==> config.mk <==
export PLATFORM = sky130hd
export DESIGN_NAME = regfile_write_queue
export DESIGN_NICKNAME = d
export VERILOG_FILES = /design/src/rtl/regfile_pkg.sv /design/src/rtl/regfile_write_queue_decoder.sv /design/src/rtl/regfile_write_queue.sv
export SDC_FILE = /design/constraint.sdc
export NUM_CORES = 1
export LEC_CHECK = 0
export CAP_MARGIN = 40
export CORE_MARGIN = 2
export CORE_UTILIZATION = 35
export CTS_CLUSTER_SIZE = 20
export DETAILED_ROUTE_END_ITERATION = 8
export HOLD_SLACK_MARGIN = 0.05
export SYNTH_ARGS = -nofsm -noshare
export SYNTH_HDL_FRONTEND = slang
export SYNTH_SLANG_ARGS = --single-unit
==> constraint.sdc <==
create_clock -name clk -period 2.8 [get_ports clk]
set_input_delay 0.28 -clock clk [delete_from_list [all_inputs] [get_ports clk]]
set_output_delay 0.28 -clock clk [all_outputs]
set_load 0.01 [all_outputs]
==> src/rtl/regfile_pkg.sv <==
// Shared register-file constants used by the register file, its read muxes
// and the write queue.
package regfile_pkg;

  localparam int REG_ADDR_W = 5;
  localparam int REG_DATA_W = 32;
  localparam int NUM_REGS   = 32;
  localparam logic [REG_ADDR_W-1:0] ZERO_REG = '0;

endpackage

==> src/rtl/regfile_write_queue_decoder.sv <==
// 5-to-32 one-hot write-enable decoder for the register file.
// The zero register is hardwired, so its enable bit is never raised.
module decoder5to32
  import regfile_pkg::*;
(
  input  logic [REG_ADDR_W-1:0] i_addr,
  input  logic                  i_enable,
  output logic [NUM_REGS-1:0]   o_onehot
);

  always_comb begin
    o_onehot = '0;
    if (i_enable && (i_addr != ZERO_REG)) begin
      o_onehot[i_addr] = 1'b1;
    end
  end

endmodule

==> src/rtl/regfile_write_queue.sv <==
// Buffers register write requests from slow producers and retires them one
// per cycle into the register file, with a forwarding lookup for the read path.
module regfile_write_queue
  import regfile_pkg::*;
#(
  parameter int DEPTH  = 4,
  parameter int DATA_W = REG_DATA_W,
  parameter int ADDR_W = REG_ADDR_W
)
(
  input  logic                     clk,
  input  logic                     reset,
  input  logic                     in_valid,
  output logic                     in_ready,
  input  logic [ADDR_W-1:0]        in_addr,
  input  logic [DATA_W-1:0]        in_data,
  input  logic                     cpu_wr_active,
  output logic                     wr_enable,
  output logic [ADDR_W-1:0]        wr_addr,
  output logic [DATA_W-1:0]        wr_data,
  output logic [NUM_REGS-1:0]      wr_onehot,
  input  logic [ADDR_W-1:0]        fwd_addr,
  output logic                     fwd_hit,
  output logic [DATA_W-1:0]        fwd_data,
  output logic [$clog2(DEPTH):0]   count
);

  localparam int PTR_W = $clog2(DEPTH);
  localparam int CNT_W = PTR_W + 1;

  logic [ADDR_W-1:0]   r_memAddr [DEPTH];
  logic [DATA_W-1:0]   r_memData [DEPTH];
  logic [PTR_W-1:0]    r_head;
  logic [PTR_W-1:0]    r_tail;
  logic [CNT_W-1:0]    r_count;
  logic                r_wrEnable;
  logic [ADDR_W-1:0]   r_wrAddr;
  logic [DATA_W-1:0]   r_wrData;
  logic [NUM_REGS-1:0] r_wrOnehot;

  logic                w_push;
  logic                w_pop;
  logic [ADDR_W-1:0]   w_headAddr;
  logic [DATA_W-1:0]   w_headData;
  logic                w_headLive;
  logic [NUM_REGS-1:0] w_headOnehot;
  logic                w_fwdHit;
  logic [DATA_W-1:0]   w_fwdData;
  logic [PTR_W-1:0]    w_idx;

  // Full is judged on the count alone; a pop on the same edge does not open a slot.
  assign in_ready   = !reset && (r_count != CNT_W'(DEPTH));
  assign w_push     = in_valid && in_ready;
  assign w_pop      = (r_count != '0) && !cpu_wr_active;
  assign w_headAddr = r_memAddr[r_head];
  assign w_headData = r_memData[r_head];
  assign w_headLive = (w_headAddr != ZERO_REG);

  decoder5to32 u_decoder (
    .i_addr   (w_headAddr),
    .i_enable (w_headLive),
    .o_onehot (w_headOnehot)
  );

  always_ff @(posedge clk) begin
    if (w_push) begin
      r_memAddr[r_tail] <= in_addr;
      r_memData[r_tail] <= in_data;
    end
  end

  always_ff @(posedge clk) begin
    if (reset) begin
      r_head  <= '0;
      r_tail  <= '0;
      r_count <= '0;
    end else begin
      if (w_push) r_tail <= r_tail + 1'b1;
      if (w_pop)  r_head <= r_head + 1'b1;
      case ({w_push, w_pop})
        2'b10:   r_count <= r_count + 1'b1;
        2'b01:   r_count <= r_count - 1'b1;
        default: r_count <= r_count;
      endcase
    end
  end

  // Address/data hold after a pop so the register file sees a stable bus.
  always_ff @(posedge clk) begin
    if (reset) begin
      r_wrEnable <= 1'b0;
      r_wrAddr   <= '0;
      r_wrData   <= '0;
      r_wrOnehot <= '0;
    end else if (w_pop) begin
      r_wrEnable <= w_headLive;
      r_wrAddr   <= w_headAddr;
      r_wrData   <= w_headData;
      r_wrOnehot <= w_headOnehot;
    end else begin
      r_wrEnable <= 1'b0;
      r_wrOnehot <= '0;
    end
  end

  // Walk oldest to newest so the youngest match overrides; in-flight is oldest.
  always_comb begin
    w_fwdHit  = 1'b0;
    w_fwdData = '0;
    w_idx     = r_head;
    if (r_wrEnable && (r_wrAddr == fwd_addr)) begin
      w_fwdHit  = 1'b1;
      w_fwdData = r_wrData;
    end
    for (int i = 0; i < DEPTH; i++) begin
      w_idx = r_head + PTR_W'(i);
      if ((CNT_W'(i) < r_count) && (r_memAddr[w_idx] == fwd_addr)) begin
        w_fwdHit  = 1'b1;
        w_fwdData = r_memData[w_idx];
      end
    end
    if (fwd_addr == ZERO_REG) begin
      w_fwdHit  = 1'b0;
      w_fwdData = '0;
    end
  end

  assign wr_enable = r_wrEnable;
  assign wr_addr   = r_wrAddr;
  assign wr_data   = r_wrData;
  assign wr_onehot = r_wrOnehot;
  assign fwd_hit   = w_fwdHit;
  assign fwd_data  = w_fwdData;
  assign count     = r_count;

endmodule

==> After elaboration in Yosys (flattened, before gate mapping) <==
Memories as Yosys holds them, arrays and structs flattened. A register that Yosys moved wholly into a read port is not among the register bits.
Index checks and enable logic that the tools add are counted.
{ "totals": {"n_memories": 2, "ramBits": 148, "reg_bits": 77, "wordCells": 69, "output_inout_bits": 107, "inputBits": 46} }
{ "op_classes": {"order_cmp": 6, "n_mux": 21, "bitwise_logic": 2, "eq_ne": 8, "n_reduce_logical": 17, "n_addsub": 6} }
{ "mem_list": {"columns": ["name", "depth", "width", "rd", "rd_clocked_by_memory_dff", "write_ports", "line", "source"], "rows": [
  ["r_memData", 4, 32, 4, 1, 1, "regfile_write_queue.sv:32", "logic [DATA_W-1:0] r_memData [DEPTH];"],
  ["r_memAddr", 4, 5, 4, 1, 1, "regfile_write_queue.sv:31", "logic [ADDR_W-1:0] r_memAddr [DEPTH];"]
]} }
{ "ops": {"columns": ["cell", "n"], "rows": [
  ["32-bit two-way mux", 6],
  ["5-bit == test", 5],
  ["1-bit logical AND", 9],
  ["1-bit two-way mux", 9],
  ["2-bit two-way mux", 4],
  ["1-bit by 3-bit < comparator with 1-bit output (first input constant)", 2],
  ["2-bit by 3-bit < comparator with 1-bit output (first input constant)", 2],
  ["5-bit by 6-bit < comparator with 1-bit output (second input constant)", 1],
  ["3-bit case mux with 2 select lines", 1],
  ["1-bit demux with 5-bit select", 1],
  ["5-bit by 1-bit >= comparator with 1-bit output (second input constant)", 1],
  ["5-bit logical NOT", 1],
  ["5-bit nonzero test", 1],
  ["2-bit by 1-bit adder with 2-bit output (second input constant)", 2],
  ["2-bit adder (second input constant)", 2],
  ["3-bit by 1-bit adder with 3-bit output (second input constant)", 1],
  ["3-bit inequality test (second input constant)", 1],
  ["3-bit nonzero test", 1],
  ["3-bit OR reduction", 1],
  ["3-bit by 1-bit subtractor with 3-bit output (second input constant)", 1],
  ["2-bit by 1-bit == test with 1-bit output (second input constant)", 1],
  ["2-bit == test (second input constant)", 1],
  ["1-bit logical NOT", 2],
  ["1-bit NOT", 2],
  ["other kinds (2)", 2]
]} }

==> Logic depth before layout (Yosys ltp) <==
{ "logic_depth": {"depth_word": 8, "depth_mapped": 11, "ltp_nobuf": 9} }

==> By module <==
Synthesis repeated with hierarchy kept, for this count alone.
{ "unflattened": {"cells_unflattened": 979, "hier_area_um2": 12695.9} }
{ "modules_own_cells": {"columns": ["module", "cells_each", "seq_area_each_um2", "area_each_um2", "instances"], "rows": [
  ["regfile_write_queue", 931, 6025.8, 12458.2, 1],
  ["decoder5to32", 48, 0.0, 237.7, 1]
]} }

==> Least setup slack after synthesis <==
No wires, ideal clock.
{ "synth_path": {"path_type": "flip-flop to output port", "from": "register r_head[1]", "to": "output fwd_data[30]", "required_ns": 2.520, "arrival_time_ns": 2.340, "n_path_buf": 4, "setup_slack_ns": 0.180, "path_stages_with_launch": 11, "path_cell_list": "dfxtp_1 buf_4 buf_6 mux4_2 xnor2_1 nand2_2 nor2_1 or3_1 buf_2 buf_6 o31ai_1"} }
{ "synth_between": {"elab_chain_cells": 8, "word_cells_on_any_way": 15, "classes_between": "add/sub (3); eq/ne (3); mux (4); reduce/logical (3); memory (2)"} }
{ "synth_rtl": {"columns": ["item", "line", "source"], "rows": [
  ["start, declared", "regfile_write_queue.sv:33", "logic [PTR_W-1:0] r_head;"],
  ["start signal, assigned", "regfile_write_queue.sv:79", "if (w_pop) r_head <= r_head + 1'b1;"],
  ["2-bit by 1-bit adder with 2-bit output", "regfile_write_queue.sv:116", "w_idx = r_head + PTR_W'(i);"],
  ["memory read 4 x 5 bit", null, null],
  ["5-bit == test", "regfile_write_queue.sv:117", "if ((CNT_W'(i) < r_count) && (r_memAddr[w_idx] == fwd_addr)) begin"],
  ["1-bit logical AND", "regfile_write_queue.sv:117", null],
  ["32-bit two-way mux (2 in a row)", "regfile_write_queue.sv:117", null],
  ["32-bit two-way mux *", "regfile_write_queue.sv:117", null],
  ["32-bit two-way mux *", "regfile_write_queue.sv:122", "if (fwd_addr == ZERO_REG) begin"],
  ["end, declared", "regfile_write_queue.sv:24", "output logic [DATA_W-1:0] fwd_data,"]
]} }
Every way passes the cells marked *; elsewhere a longest branch is shown, timed or not.

==> Worst setup path in the final report <==
{ "layout_path": {"from": "register r_head[0]", "to": "output fwd_data[28]"} }
Same word-level chain as after synthesis.

==> results.toml <==
[power]
power.total_w = 0.0125
ir_drop_v = 0.000532
power.density_nw_per_um2 = 735
power_leakage_nw = 5.63

[timing]
final.setup.worst_slack_ns = -0.727
final_max_slew_viol_count = 0
fmax_mhz = 284
fin_worst_skew_ns = 0.0114
rsz0062_at_grt = "true"
fin_crit_sh_pct = 126
slew_headroom_pct = 54.3
whs_ns = 0.361
finalCriticalPeriod_ns = 3.53
worstMarginPinSlew_ns = 0.686
hold_viol = 0
setup_viol = 33

[hold_path]
holdPathStages = 3
holdCritPathClass = "input port to flip-flop"

[cells_and_area]
layout.nets = 1251
final_common_cell = "edfxtp_1"
multi_input_area_um2 = 6560
synthToLayoutAreaGrowth_pct = 39.1
final_cell_mix = "148 x edfxtp_1, 118 x clkdlybuf4s50_1, 113 x nand2_1"
regArea_um2 = 6040
final_layout_size_suffix_gt1_share_pct = 38.5
n_fill_cell = 3021

[global_routing]
grt_pass1_vias = 9273
grt_max_degree = 71
track_usage_pct = 19.7
grt_pass1_wl_um = 55200
gr-total-overflow = 0
grt_antenna_before_repair = 3

[clock_network]
root_buffer = "clkbuf_16"
numCtsBuffers = 27
cts.sink_count = 227
hold_buffers = 0
htree_levels = 1
cts_buffer_depth = 3
path_clk_slew_ns = 0.06
clock_latency_ns = 0.54
cts_tree = "built"

[placed_design]
io_buffers = 152
routabilityCongestion = 0.783
dp_hpwl_um = 22600

[yosys]
yosysUniqueCellTypes = 48
yosys_most_used_dff = "edfxtp_1"
synthCells = 968
synthesis.area_um2 = 12300
async_reset_ff_share_pct = 0
synth_seq_cells = 227
syn_nets = 1023
ys_seq_area_share_pct = 49.2
synth_enable_flop_cells = 148
yosys_warnings = 0
synth_area_per_cell_um2 = 12.7

[die]
rows = 68
coreArea_um2 = 34500
die_h_um = 191
start_util_pct = 35.5
dieArea_um2 = 36500
num_io_pins = 153
dieWidth_um = 191

[detailed_routing]
wirelength_um = 36400
wire_per_inst_um = 21.8
ant_nets = 0
post_drt_via_cell_ratio = 5.50
vias = 9186
drtPass1Iterations = 4
drt-initial-drc-count = 618
drc = 0

[worst_setup_path]
slowest_delay_ns = 0.51
cp_slowest_cell = "mux4_2"
crit_chain = "buf_6 > buf_6 > mux4_2 > xor2_2 > nor3_4 > or3_4 > buf_12 > o31ai_2 > clkdlybuf4s15_2"
start_kind = "flip-flop"
path_common_cell = "buf_6"
critPathCaptureType = "primary output"
r2r_cells = 10
critPathMaxFanout = 17
crit_required_ns = 2.52
arrival_ns = 3.25
critPathKind = "flip-flop to primary output"

[flow_run]
max_cap_violations = 0

[run_status]
status = "complete, but fails checks"
violations = "negative setup slack"
[worst paths after layout]
| kind | from | endpoint | slack (ns) |
|---|---|---|---|
| worst max-delay path | r_head[0] | fwd_data[28] | -0.73 |
| worst min register to register | wr_addr[0] | wr_addr[0] | 0.48 |
| worst min-delay path | reset | r_tail[0] | 0.36 |
| worst max register to register | count[0] | count[2] | 0.41 |
[where the power goes]
group / switching (W) / leakage (nW) / internal, W
sequential: 0.000310 / 1.99 / 0.00386
clock: 0.00140 / 0.465 / 0.00219
combinational: 0.00246 / 3.18 / 0.00231
[through the flow]
step                cell area, um^2  std cells  setup WS, ns  TNS [ns]  utilization, %
finish                        17000       1671        -0.727    -20.75            49.3
global route                  17000       1671        -0.801    -23.66            49.3
CTS                           16500       1657        -0.725    -20.37            47.9
detailed placement            14900       1583        -0.626    -18.95            43.0
global placement              14900       1583        -0.639    -18.79            43.0
floorplan                     12300        968         0.180         0               -
[metal layers]
metal	track usage [%]	wire length (um)	vias to the layer above
li1	-	-	4207
met1	26.4	15700	4635
met2	33.2	17700	288
met3	3.23	2150	52
met4	5.36	789	4
met5	0	31	-
[registers in the layout, summed over array words and instances (netlist names), named ones only]
signal,count
wr_onehot,32
wr_data,32
r_memAddr,20
r_memData,128
wr_enable,1
r_tail,2
r_head,2
wr_addr,5
count,3
[final cells by class]
| cell class | instances | area share [%] |
|---|---|---|
| flip-flops and latches | 227 | 35.5 |
| clock inverters | 12 | 0.720 |
| clock buffers | 36 | 4.71 |
| inverters | 7 | 0.154 |
| repair buffers | 284 | 17.1 |
| diodes | 1 | 0.0147 |
| well taps | 455 | 3.34 |
| multi-input cells | 649 | 38.5 |
[logic make-up (layout without fill, tap and decap cells)]
group	Yosys count	in the layout	synth area share, %
flops	227	227	49.2
compound gates	211	211	14.1
other cells	1	2	0.0306
fa+ha+maj	9	9	0.919
simple gates	249	249	8.46
buf+inv	92	339	3.85
mux	149	149	21.1
xor+xnor	30	30	2.33
[Yosys cell counts (2+ instances only)]
cell type | number | area (um^2)
a21oi_1 | 73 | 365
a221oi_1 | 2 | 17.5
a221oi_2 | 30 | 450
a32oi_1 | 32 | 280
and2_1 | 2 | 12.5
and3_1 | 4 | 25.0
buf_1 | 7 | 26.3
buf_2 | 16 | 80.1
buf_4 | 4 | 30.0
buf_6 | 10 | 113
clkbuf_1 | 47 | 176
dfxtp_1 | 79 | 1580
edfxtp_1 | 148 | 4440
ha_1 | 9 | 113
inv_1 | 7 | 26.3
mux2_2 | 32 | 360
mux2i_1 | 33 | 330
mux4_2 | 84 | 1890
nand2_1 | 113 | 424
nand2b_1 | 3 | 18.8
nand3_1 | 3 | 15.0
nand3b_1 | 2 | 15.0
nand4_1 | 3 | 18.8
nor2_1 | 103 | 387
nor2b_1 | 3 | 18.8
nor3_2 | 2 | 20.0
nor4_1 | 2 | 12.5
o21ai_0 | 34 | 170
o31ai_1 | 5 | 37.5
o31ai_2 | 29 | 363
or3_1 | 3 | 18.8
xnor2_1 | 19 | 166
xnor2_2 | 3 | 48.8
xor2_1 | 8 | 70.1
[repair_timing]
action	4_1_cts	5_1_grt
setup buffers	24	15
cloned	3	0
endpoints found under the setup margin	33	33
pin swaps	28	20
gates resized for setup	214	74
endpoints found under the hold margin	0	0
[critical path: cells and delay by family (launching register included)]
family | cells | cell delay [ns]
XOR/XNOR | 1 | 0.21
buffers and inverters | 4 | 0.70
AND/OR/NAND/NOR | 2 | 0.54
AO/OA/AOI/OAI | 1 | 0.30
multiplexers | 1 | 0.51
flip-flops | 1 | 0.40
Note: power is estimated with default switching activity, not from simulation.
